## config.mk

```make
export PLATFORM = sky130hd
export DESIGN_NAME = rhs_spi_master
export DESIGN_NICKNAME = d
export VERILOG_FILES = /design/src/rtl/rhs_pkg.sv /design/src/rtl/rhs_sclk_gen.sv /design/src/rtl/rhs_spi_master.sv
export SDC_FILE = /design/constraint.sdc
export NUM_CORES = 1
export LEC_CHECK = 0
export BUFFER_PORTS_ARGS = -buffer_cell sky130_fd_sc_hd__buf_2
export CAP_MARGIN = 20
export CORE_MARGIN = 4
export CORE_UTILIZATION = 40
export DETAILED_ROUTE_END_ITERATION = 7
export SLEW_MARGIN = 20
export SYNTH_ARGS = -nofsm -noshare
export SYNTH_HDL_FRONTEND = slang
export SYNTH_HIERARCHICAL = 1
export SYNTH_SLANG_ARGS = --single-unit
export TNS_END_PERCENT = 10
```

## constraint.sdc

```tcl
create_clock -name clk -period 3 [get_ports clk]
set_input_delay 0.3 -clock clk [delete_from_list [all_inputs] [get_ports clk]]
set_output_delay 0.3 -clock clk [all_outputs]
set_load 0.01 [all_outputs]
```

## src/rtl/rhs_pkg.sv

```systemverilog
// rtl/rhs_pkg.sv - shared types and constants for the RHS headstage SPI path
// Frame width, master FSM states and the RHS command opcodes used by the sequencer.
package rhs_pkg;

   localparam int FRAME_BITS = 32;

   typedef enum logic [2:0] {
      IDLE,
      SETUP,
      SHIFT,
      HOLD,
      GAP
   } state_t;

   localparam logic [1:0] OP_CONVERT = 2'b00;
   localparam logic [1:0] OP_WRITE   = 2'b10;
   localparam logic [1:0] OP_READ    = 2'b11;
   localparam logic [7:0] OP_CLEAR   = 8'h6A;

   // Opcode in the top bits, register address in [23:16], payload in [15:0].
   function automatic logic [FRAME_BITS-1:0] rhs_cmd(input logic [1:0] op,
                                                     input logic [7:0] addr,
                                                     input logic [15:0] data);
      return {op, 6'b000000, addr, data};
   endfunction

endpackage

```

## src/rtl/rhs_sclk_gen.sv

```systemverilog
// rtl/rhs_sclk_gen.sv - SCLK generator for the RHS SPI master
// Toggles SCLK every HALF clk cycles while enabled; rise/fall mark the edge that changes SCLK.
module rhs_sclk_gen #(
   parameter int HALF = 2
) (
   input  logic clk,
   input  logic rst,
   input  logic en,
   output logic sclk,
   output logic rise,
   output logic fall
);

   localparam int PH_W = (HALF > 1) ? $clog2(HALF) : 1;

   logic [PH_W-1:0] phase;
   logic            tick;

   assign tick = en && (phase == PH_W'(HALF - 1));
   assign rise = tick && !sclk;
   assign fall = tick && sclk;

   // Disabling parks SCLK low with the phase counter cleared, so every frame starts aligned.
   always_ff @(posedge clk) begin
      if (rst || !en) begin
         phase <= '0;
         sclk  <= 1'b0;
      end else if (tick) begin
         phase <= '0;
         sclk  <= ~sclk;
      end else begin
         phase <= phase + 1'b1;
      end
   end

endmodule

```

## src/rtl/rhs_spi_master.sv

```systemverilog
// rtl/rhs_spi_master.sv - 32-bit SPI master for one RHS headstage
// One start yields one CS-framed 32-bit exchange; result returned with a done pulse.
module rhs_spi_master
   import rhs_pkg::*;
#(
   parameter int CLK_DIV        = 4,
   parameter int CS_HIGH_CYCLES = 8
) (
   input  logic                  clk,
   input  logic                  rst,
   input  logic                  start,
   input  logic [FRAME_BITS-1:0] cmd,
   output logic                  busy,
   output logic                  done,
   output logic [FRAME_BITS-1:0] rx_data,
   output logic                  CS,
   output logic                  SCLK,
   output logic                  MOSI,
   input  logic                  MISO
);

   localparam int H       = CLK_DIV / 2;
   localparam int CNT_MAX = (H > CS_HIGH_CYCLES) ? H : CS_HIGH_CYCLES;
   localparam int CNT_W   = $clog2(CNT_MAX + 1);

   state_t                state;
   logic [5:0]            bit_cnt;
   logic [CNT_W-1:0]      cnt;
   logic [FRAME_BITS-2:0] tx_sr;
   logic [FRAME_BITS-1:0] rx_sr;
   logic                  sclk_en;
   logic                  sclk_rise;
   logic                  sclk_fall;

   assign sclk_en = (state == SETUP) || (state == SHIFT);

   rhs_sclk_gen #(
      .HALF(H)
   ) u_sclk (
      .clk  (clk),
      .rst  (rst),
      .en   (sclk_en),
      .sclk (SCLK),
      .rise (sclk_rise),
      .fall (sclk_fall)
   );

   always_ff @(posedge clk) begin
      if (rst) begin
         state   <= IDLE;
         bit_cnt <= '0;
         cnt     <= '0;
         tx_sr   <= '0;
         rx_sr   <= '0;
         busy    <= 1'b0;
         done    <= 1'b0;
         rx_data <= '0;
         CS      <= 1'b1;
         MOSI    <= 1'b0;
      end else begin
         done <= 1'b0;
         unique case (state)
            IDLE: begin
               if (start) begin
                  state   <= SETUP;
                  tx_sr   <= cmd[FRAME_BITS-2:0];
                  MOSI    <= cmd[FRAME_BITS-1];
                  CS      <= 1'b0;
                  busy    <= 1'b1;
                  bit_cnt <= '0;
                  rx_sr   <= '0;
               end
            end
            SETUP: begin
               if (sclk_rise) state <= SHIFT;
            end
            SHIFT: begin
               // MISO is sampled and MOSI advanced on the same edge that drops SCLK.
               if (sclk_fall) begin
                  rx_sr <= {rx_sr[FRAME_BITS-2:0], MISO};
                  if (bit_cnt == 6'(FRAME_BITS - 1)) begin
                     state <= HOLD;
                     cnt   <= '0;
                  end else begin
                     bit_cnt <= bit_cnt + 1'b1;
                     MOSI    <= tx_sr[FRAME_BITS-2];
                     tx_sr   <= {tx_sr[FRAME_BITS-3:0], 1'b0};
                  end
               end
            end
            HOLD: begin
               if (cnt == CNT_W'(H - 1)) begin
                  state   <= GAP;
                  cnt     <= '0;
                  CS      <= 1'b1;
                  MOSI    <= 1'b0;
                  done    <= 1'b1;
                  rx_data <= rx_sr;
               end else begin
                  cnt <= cnt + 1'b1;
               end
            end
            GAP: begin
               if (cnt == CNT_W'(CS_HIGH_CYCLES - 1)) begin
                  state <= IDLE;
                  busy  <= 1'b0;
               end else begin
                  cnt <= cnt + 1'b1;
               end
            end
            default: state <= IDLE;
         endcase
      end
   end

endmodule

```

Word level (Yosys, flattened, before mapping)
Cells that the tools add are included.

storage, ports and cells
  output and inout port bits = 37
  logic and storage cells = 90
  register bits after elaboration = 114
  input bits = 36

operators by class
  bitwise logic cells = 2
  add/subtract/negate cells = 3
  reduce and logical (&&, ||, !) cells = 23
  mux-type cells = 35
  equality and inequality tests = 15

operators by type and width
  cell                 number
  $mux 31              3
  $mux 32              2
  $pmux 32 s2          1
  $pmux 31 s2          1
  $mux 3               6
  $mux 6               3
  $mux 4               4
  $pmux 3 s5           1
  $ne 2x2->1 const B   7
  $pmux 4 s3           1
  $pmux 6 s2           1
  $mux 1               9
  $reduce_and 3->1     3
  $reduce_and 4->1     2
  $add 6x1->6 const B  1
  $eq 3x2->1 const B   2
  $eq 6x5->1 const B   1
  $reduce_and 6->1     1
  $reduce_bool 2->1    3
  $reduce_bool 3->1    2
  $reduce_and 5->1     1
  $add 4x1->4 const B  1
  $eq 4x1->1 const B   1
  $eq 4x3->1 const B   1
  13 further kinds     20

Longest topological paths before layout
Gate-level depths: netlist (run 1).

  depth after elaboration = 6
  mapped depth = 10
  mapped depth without buffers = 7

Modules after synthesis
Netlist (run 1), hierarchy kept.

by module, submodules not included
  module          instances  cells each  area each (um^2)  seq. area each (um^2)
  rhs_spi_master  1          574         4583.1            2242.2
  rhs_sclk_gen    1          9           77.6              40.0

Worst setup path after synthesis (run 1)
No wires, ideal clock.

  path kind = register to register
  start point = register state[1]
  end point = register bit_cnt[3]
  required time = 2.909 ns
  stages on the path, launching flop included = 10
  setup time = 0.091 ns
  clock period less this slack = 2.042 ns
  slack = 0.958 ns
  path buffers = 3
  arrival time = 1.951 ns
  cells stage by stage = dfxtp_1 -> buf_2 -> xnor2_1 -> nor2_1 -> and3_2 -> mux2_2 -> o311a_1 -> buf_2 -> buf_4 -> a311oi_1

on the way
  cells in the longest elaborated chain, start to end = 6
  elaborated cells between the ends (all ways) = 12
  classes of those cells = 5 x eq/ne; 1 x mux; 6 x reduce/logical

ends and longest elaborated chain
  element                                   RTL line              source
  start, declared                           rhs_spi_master.sv:26  state_t state;
  start signal, assigned                    rhs_spi_master.sv:50  state <= IDLE;
  start signal, assigned                    rhs_spi_master.sv:65  state <= SETUP;
  start signal, assigned                    rhs_spi_master.sv:75  if (sclk_rise) state <= SHIFT;
  $eq 3x1->1 or $eq 3x2->1 (tied branches)  rhs_spi_master.sv:35  assign sclk_en = (state == SETUP) || (state == SHIFT);
  $logic_or 1x1->1 (*)                      rhs_spi_master.sv:35
  net sclk_en                               rhs_spi_master.sv:31  logic sclk_en;
  $logic_and 1x1->1 (*)                     rhs_sclk_gen.sv:19    assign tick = en && (phase == PH_W'(HALF - 1));
  $logic_and 1x1->1 (*)                     rhs_sclk_gen.sv:21    assign fall = tick && sclk;
  net sclk_fall                             rhs_spi_master.sv:33  logic sclk_fall;
  $ne 2x2->1 (no line) (*)                  --
  $reduce_and 4->1 (no line) (*)            --
  end signal, assigned                      rhs_spi_master.sv:85  bit_cnt <= bit_cnt + 1'b1;
  end, declared                             rhs_spi_master.sv:27  logic [5:0] bit_cnt;

The timed path passes the listed nets; every way through them passes the cells marked *.
A chain may end at the register's enable or synchronous reset.

Worst setup path after layout (run 1)
  start point = register state[0]
  end point = register bit_cnt[4]

Same word-level chain as after synthesis.

==> results of run 1 <==
per-layer routing:
metal / wire length, um / up-vias / global-route usage [%] / part of all wire (%)
li1: - / 2129 / - / -
met1: 4860 / 1914 / 20.8 / 47
met2: 4860 / 82 / 26.2 / 47
met3: 540 / 12 / 5.01 / 5.2
met4: 125 / 0 / 5.96 / 1.2
met5: 0 / - / 0 / 0
worst max-delay path, cell delays in order, from the launching register on:
cell and delay [ns]:
dfxtp_1 0.32, xnor2_1 0.14, nor2_1 0.15, and3_2 0.24, mux2_2 0.20, o311a_2 0.21
buf_12 0.25, a21boi_0 0.13, o21ba_2 0.22
placed cells by master (no fill, tap or decap), types with 2 or more instances in the layout:
cell,n
a211o_1,2
a211oi_1,2
a21oi_1,77
a311oi_1,34
and3b_1,3
buf_2,71
buf_4,12
bufinv_16,5
clkbuf_1,3
clkbuf_16,17
clkbuf_8,2
clkinv_2,3
clkinvlp_4,2
dfxtp_1,114
ha_1,3
inv_1,2
mux2_2,2
mux2i_1,2
nand2_1,170
nand2b_1,4
nand3_1,41
nand3b_1,3
nor2_1,40
nor2b_1,4
nor3_1,2
o21ai_0,4
o21ba_2,2
o22ai_1,2
or3b_1,4
xnor2_1,2
through the flow:
step	setup WS [ns]	power, mW	std cells	hold slack, ns
floorplan	0.958	2.56	583	0.432
CTS	0.618	4.98	796	0.138
global placement	0.694	2.75	764	0.442
finish	1.01	4.92	796	0.157
global route	0.799	5.19	796	0.142
detailed placement	0.647	2.78	764	0.446
logic make-up after synthesis:
kind of cell | after synthesis
compound gates | 129
xor+xnor | 2
fa+ha+maj | 3
buf+inv | 48
flops | 114
mux | 4
simple gates | 283
cell usage after synthesis (all sizes together):
library cell	number	area, um^2
a221oi	1	15.0
o22ai	2	12.5
nor2b	4	25.0
nor3b	3	32.5
nor3	2	10.0
dfxtp	114	2280
and2	2	12.5
nand3b	3	22.5
inv	2	7.51
nor2	41	154
xnor2	2	17.5
o311a	1	10.0
a311oi	34	298
and3b	3	26.3
a211o	2	17.5
a21oi	77	385
a31oi	1	6.26
nand4bb	1	11.3
nand4	1	6.26
ha	3	37.5
o21ba	2	20.0
mux2i	2	20.0
nand3	41	205
or3	1	6.26
buf	21	119
nor4	1	6.26
clkbuf	25	93.8
and3	1	7.51
mux2	2	22.5
nand2b	4	25.0
a21boi	1	7.51
o21ai	4	20.0
a211oi	3	27.5
or3b	5	43.8
o311ai	1	8.76
nand2	170	638
registers in the layout, summed over array words and instances, names as in the netlist, 3 cells and up:
name	cells
rx_data	32
cnt	4
state	3
rx_sr	32
tx_sr	31
bit_cnt	6
how the worst max path moves through the flow:
stage | startpoint | endpoint | slack (ns) | depth (start not counted)
final | state[0] | bit_cnt[4] | 1.01 | 8
after floorplan | state[1] | bit_cnt[3] | 0.96 | 9
after global placement | state[0] | rx_sr[28] | 0.69 | 7
after global routing | state[0] | rx_sr[10] | 0.80 | 7
after detailed placement | state[0] | rx_sr[2] | 0.65 | 7
after CTS | state[0] | rx_sr[2] | 0.62 | 7
final cells by class:
cell class                 count  area (um^2)  share of cell area, %
sequential                   114         2280                   39.7
multi-input combinational    421         2170                   37.7
timing repair buffer          84          465                   8.10
clock buffer                  22          464                   8.08
clock inverter                10          180                   3.13
tap                          143          179                   3.11
inverter                       2         7.51                  0.131
power by group through the flow:
stage	Clock, mW	Sequential (mW)	Combinational (mW)
2_1_floorplan	0	1.79	0.774
3_3_place_gp	0	1.79	0.961
3_5_place_dp	0	1.80	0.986
4_1_cts	2.22	1.77	0.990
5_1_grt	2.29	1.79	1.11
6_report	2.18	1.77	0.980
==> flow_metrics.tcl, run 1 <==
set metrics [dict create \
    power_frac_clock_pct 44.2 \
    muxShareOfSynthArea_pct 0.913 \
    reg2reg_from "state[0]" \
    powerDensity_nw_per_um2 857 \
    max_freq_mhz 502 \
    worst_ep_required_time_ns 3.29 \
    setup.worst_path.start_class "register" \
    tritoncts "done" \
    synth-seq-cells 114 \
    ctsHoldBuffers 0 \
    first_iter_violations 256 \
    yosys_warnings 6 \
    core_um2 11400 \
    r2r_slack_ns 1.01 \
    track_usage_pct 16.3 \
    outcome "complete, no violations" \
    clkTransAtPathRegs_ns 0.05 \
    num_vias 4137 \
    dieWidth_um 116 \
    firstDrtPassIters 5 \
    cts-resized-gates 0 \
    p_leak_nw 2.18 \
    timing.rr.end "bit_cnt[4]" \
    hold_viol 0 \
    areaGrowthSynthToFinish_pct 23.3 \
    post-cts-setup-buffer-count 0 \
    drive_gt1_share_pct 19.3 \
    setup_viol 0 \
    start_util_pct 40.8 \
    yosys.cell_types.count 41 \
    final.min_clock_period_ns 1.99 \
    end_kind "register" \
    io_buffers 72 \
    n_fill_cell 1139 \
    postSynthAreaPerCell_um2 7.99 \
    hold_end "tx_sr[6]" \
    cts-buffers-inserted 17 \
    dp.final_hpwl_um 6680 \
    drcViolationCount 0 \
    final_area_um2 5750 \
    syn_area_um2 4660 \
    p_int_mw 3.53 \
    die_h_um 116 \
    holdPathStages 3 \
    rsz0062_at_grt "false" \
    grt_start_max_net_pins 70 \
    switching_power_mw 1.39 \
    cts_sinks 114 \
    holdCritStartpoint "cmd[6]" \
    placed_cell_area_um2 5100 \
    cts_root_buf "clkbuf_16" \
    synth_top_family_by_area "simple AND/OR/NAND/NOR gates" \
    peakVddDrop_mv 0.354 \
    slew_headroom_pct 41.4 \
    synth_nets 622 \
    hp-class "in -> reg" \
    antenna_cells 0 \
    crit_arrival_ns 2.28 \
    fin_setup_tns_ns 0 \
    synthCells 583 \
    gp_congestion 0.794 \
    io_pins 73 \
    slew_viol_final 0 \
    crit_type "reg -> reg" \
    fin_nets 679 \
    ant_nets 0 \
    synth-adder-area-share_pct 0.805 \
    synth_compound_area_share_pct 17.8 \
    ctsLongestPathBuffers 2 \
    clock_skew_ns 0.00999 \
    timing.final.crit_share_pct 66.4 \
    drv_cap 0 \
    htreeDepth 4 \
    clk_latency_ns 0.41 \
    r2r_cells 8 \
    pwr-share-seq_pct 35.9 \
    worst-path-max-fanout 64 \
    avgRoutedWirePerCell_um 13.1 \
    yosys.area_share.simple_pct 26.4 \
    antenna_found_initial 0 \
    design.die.area_um2 13400 \
    combPwrFrac_pct 19.9 \
    via_per_inst 5.20 \
    grt_pass1_wl_um 17800 \
    worst_slew_pin_slew_ns 0.868 \
    ys_seq_area_share_pct 49.0 \
    grt_remaining_overflow 0 \
    grt_pass1_vias 3968 \
    synthXorXnorAreaFrac_pct 0.376 \
    final_core_util_pct 50.3 \
    wl_um 10400 \
    p_sw_share_pct 28.3 \
    rows 39 \
]
No activity file was read; power rests on OpenSTA's default activity.
==> run 2: changes to the inputs <==
--- a/config.mk
+++ b/config.mk
@@ -5,6 +5,7 @@
 export SDC_FILE = /design/constraint.sdc
 export NUM_CORES = 1
 export LEC_CHECK = 0
+export ABC_AREA = 1
 export BUFFER_PORTS_ARGS = -buffer_cell sky130_fd_sc_hd__buf_2
 export CAP_MARGIN = 20
 export CORE_MARGIN = 4
==> constraint.sdc (replaced) <==
create_clock -name clk -period 1.8 [get_ports clk]
set_input_delay 0.18 -clock clk [delete_from_list [all_inputs] [get_ports clk]]
set_output_delay 0.18 -clock clk [all_outputs]
set_load 0.01 [all_outputs]
==> run 2 against run 1 <==
  * Critical path depth increased by 6
  * Sequential power increased by 100%
  * Combinational power increased to 4.4 times the previous value
  * Critical path type unchanged
  * Largest cell class is now multi-input gates
  * Largest power group is now combinational logic
==> flow_metrics.tcl, run 2 <==
set metrics [dict create \
    antenna_found_initial 0 \
    hold_viol 0 \
    reg2reg_from "state[1]" \
    first_iter_violations 225 \
    yosysTopAreaCell "dfxtp_1" \
    postSynthAreaPerCell_um2 6.93 \
    placed_cell_area_um2 5320 \
    tritoncts "done" \
    track_usage_pct 17.0 \
    synth-async-reset-ratio_pct 0 \
    powerDensity_nw_per_um2 1810 \
    rsz0062_at_grt "true" \
    drcViolationCount 0 \
    firstDrtPassIters 5 \
    worst_slew_pin_slew_ns 0.569 \
    crit_path_start "state[1]" \
    grt_pass1_wl_um 18600 \
    core_um2 11500 \
    yosys_warnings 6 \
    crit_type "reg -> reg" \
    ys.flop_type "dfxtp_1" \
    yosys.cell_types.count 27 \
    antenna_cells 0 \
    cts_sinks 114 \
    dp.final_hpwl_um 6830 \
    r2r_slack_ns 0.06 \
    synth_nets 725 \
    final_area_um2 6060 \
    cts_root_buf "clkbuf_16" \
    holdPathStages 3 \
    grt_pass1_vias 4121 \
    areaGrowthSynthToFinish_pct 27.5 \
    clk_latency_ns 0.41 \
    io_buffers 72 \
    ant_nets 0 \
    synth_edf_count 0 \
    crit_end "tx_sr[7]" \
    p_leak_nw 2.90 \
    fin_nets 798 \
    design.die.area_um2 13700 \
    crit_path_frequent_cell "nand2_4" \
    synthMostInstantiatedCell "nor2_1" \
    dieWidth_um 117 \
    grt_remaining_overflow 0 \
    synthCells 686 \
    end_kind "register" \
    synthTopCellsByCount "nor2_1 (195), nand2_1 (135), dfxtp_1 (114)" \
    cts-buffers-inserted 17 \
    num_vias 4436 \
    cp_cell_sequence "inv_6 > nor2_4 > nand2_2 > nand2_4 > nand2_4 > nor2_4 > inv_2 > nand3_4 > nand2_4 > a21oi_4 > buf_12 > clkbuf_16 > nor2_1 > nor2_1" \
    worst-path-max-fanout 7 \
    synth-seq-cells 114 \
    avgRoutedWirePerCell_um 12.4 \
    ctsHoldBuffers 0 \
    via_per_inst 4.85 \
    cpMaxStageDelayCell "dfxtp_4" \
    r2r_cells 14 \
    grt_start_max_net_pins 75 \
    worst_ep_required_time_ns 2.14 \
    timing.rr.end "tx_sr[7]" \
    die_h_um 117 \
    rows 39 \
    timing.final.crit_share_pct 96.8 \
    drive_gt1_share_pct 20.6 \
    setup_viol 0 \
    start_util_pct 41.3 \
    synth_top_area_share_pct 48.0 \
    setup.worst_path.start_class "register" \
    gp_congestion 0.871 \
    outcome "complete, no violations" \
    syn_area_um2 4750 \
    peakVddDrop_mv 0.811 \
    io_pins 73 \
    wl_um 11400 \
    max_freq_mhz 574 \
    final.min_clock_period_ns 1.74 \
    power.total_mw 11.0 \
    final_cell_mix "nor2_1 (192), nand2_1 (129), dfxtp_1 (112)" \
    clkTransAtPathRegs_ns 0.05 \
    htreeDepth 4 \
    crit_arrival_ns 2.08 \
    hp-class "in -> reg" \
    layout_commonest_cell "nor2_1" \
    reg_top3 "rx_data (32), rx_sr (32), tx_sr (31)" \
    synthTopCellsByArea "dfxtp_1 (48%), nor2_1 (15%), nand2_1 (11%)" \
    slew_headroom_pct 62.0 \
    clock_skew_ns 0.00704 \
    ctsLongestPathBuffers 2 \
    max_stage_delay_ns 0.38 \
    slew_viol_final 0 \
    ys_seq_area_share_pct 48.0 \
    drv_cap 0 \
    fin_setup_tns_ns 0 \
]
[run 2: cell count changes after synthesis, moves of 29 or more]
cell	previous run	this run
o21ai_1	0	30
nand3_1	41	12
nand2_1	170	135
o21ai_0	4	69
a311oi_1	34	0
a21oi_1	77	44
nor2_1	41	195
[run 2: worst min-delay path by stage]
stage / from / endpoint / slack [ns]
after detailed placement: cmd[0] / tx_sr[0] / 0.43
after CTS: cmd[0] / tx_sr[0] / 0.003
after floorplan: rst / state[2] / 0.24
final: cmd[0] / tx_sr[0] / 0.008
after global placement: cmd[0] / tx_sr[0] / 0.42
after global routing: cmd[0] / tx_sr[0] / 0.04
[run 2: layout make-up]
class / count / area [um^2]
well taps: 143 / 179
multi-input cells: 506 / 2300
clock inverters: 8 / 81.3
repair buffers: 95 / 654
clock buffers: 24 / 462
flip-flops and latches: 114 / 2290
inverters: 25 / 98.8
fillers: 1121 / 5450
[run 2: what timing repair did]
item,CTS,global route
endpoints found under the hold margin,0,0
gates resized for setup,0,25
buffers inserted,0,4
endpoints found under the setup margin,0,70
[run 2: logic make-up (layout without fill, tap and decap cells)]
family	after synthesis	count (layout)	synth area share, %
simple gates	354	354	29.1
compound gates	149	149	16.1
fa+ha+maj	3	3	0.790
buf+inv	66	152	6.00
flops	114	114	48.0
[run 2: where the power goes]
part / internal, mW / switching, mW / total [mW]
registers: 3.19 / 0.398 / 3.59
logic: 1.77 / 2.57 / 4.34
clock network: 1.93 / 1.13 / 3.06
total: 6.89 / 4.10 / 11.0
[run 2: through the flow]
| step | worst slack (ns) | std cells | hold slack [ns] | util [%] |
|---|---|---|---|---|
| floorplan | -0.0617 | 686 | 0.242 | - |
| global placement | 0.127 | 875 | 0.423 | 46.2 |
| detailed placement | 0.0726 | 875 | 0.427 | 46.2 |
| CTS | 0.0390 | 907 | 0.00260 | 50.9 |
| global route | -0.0345 | 915 | 0.0405 | 52.7 |
| finish | 0.0570 | 915 | 0.00768 | 52.7 |
[run 2: routing by layer]
layer | up-vias | part of all wire, % | track usage [%]
li1 | 2341 | - | -
met5 | - | 0 | 0
met2 | 77 | 48 | 27.5
met1 | 2007 | 48 | 21.4
met3 | 11 | 3.6 | 4.63
met4 | 0 | 0.90 | 6.88
[run 2: critical path: cells and delay by family, from the launching register on]
kind                   cells  cell delay (ns)
and+or+nand+nor            9             0.74
DFF                        1             0.38
buffers and inverters      4             0.41
AOI/OAI and AO/OA          1             0.14
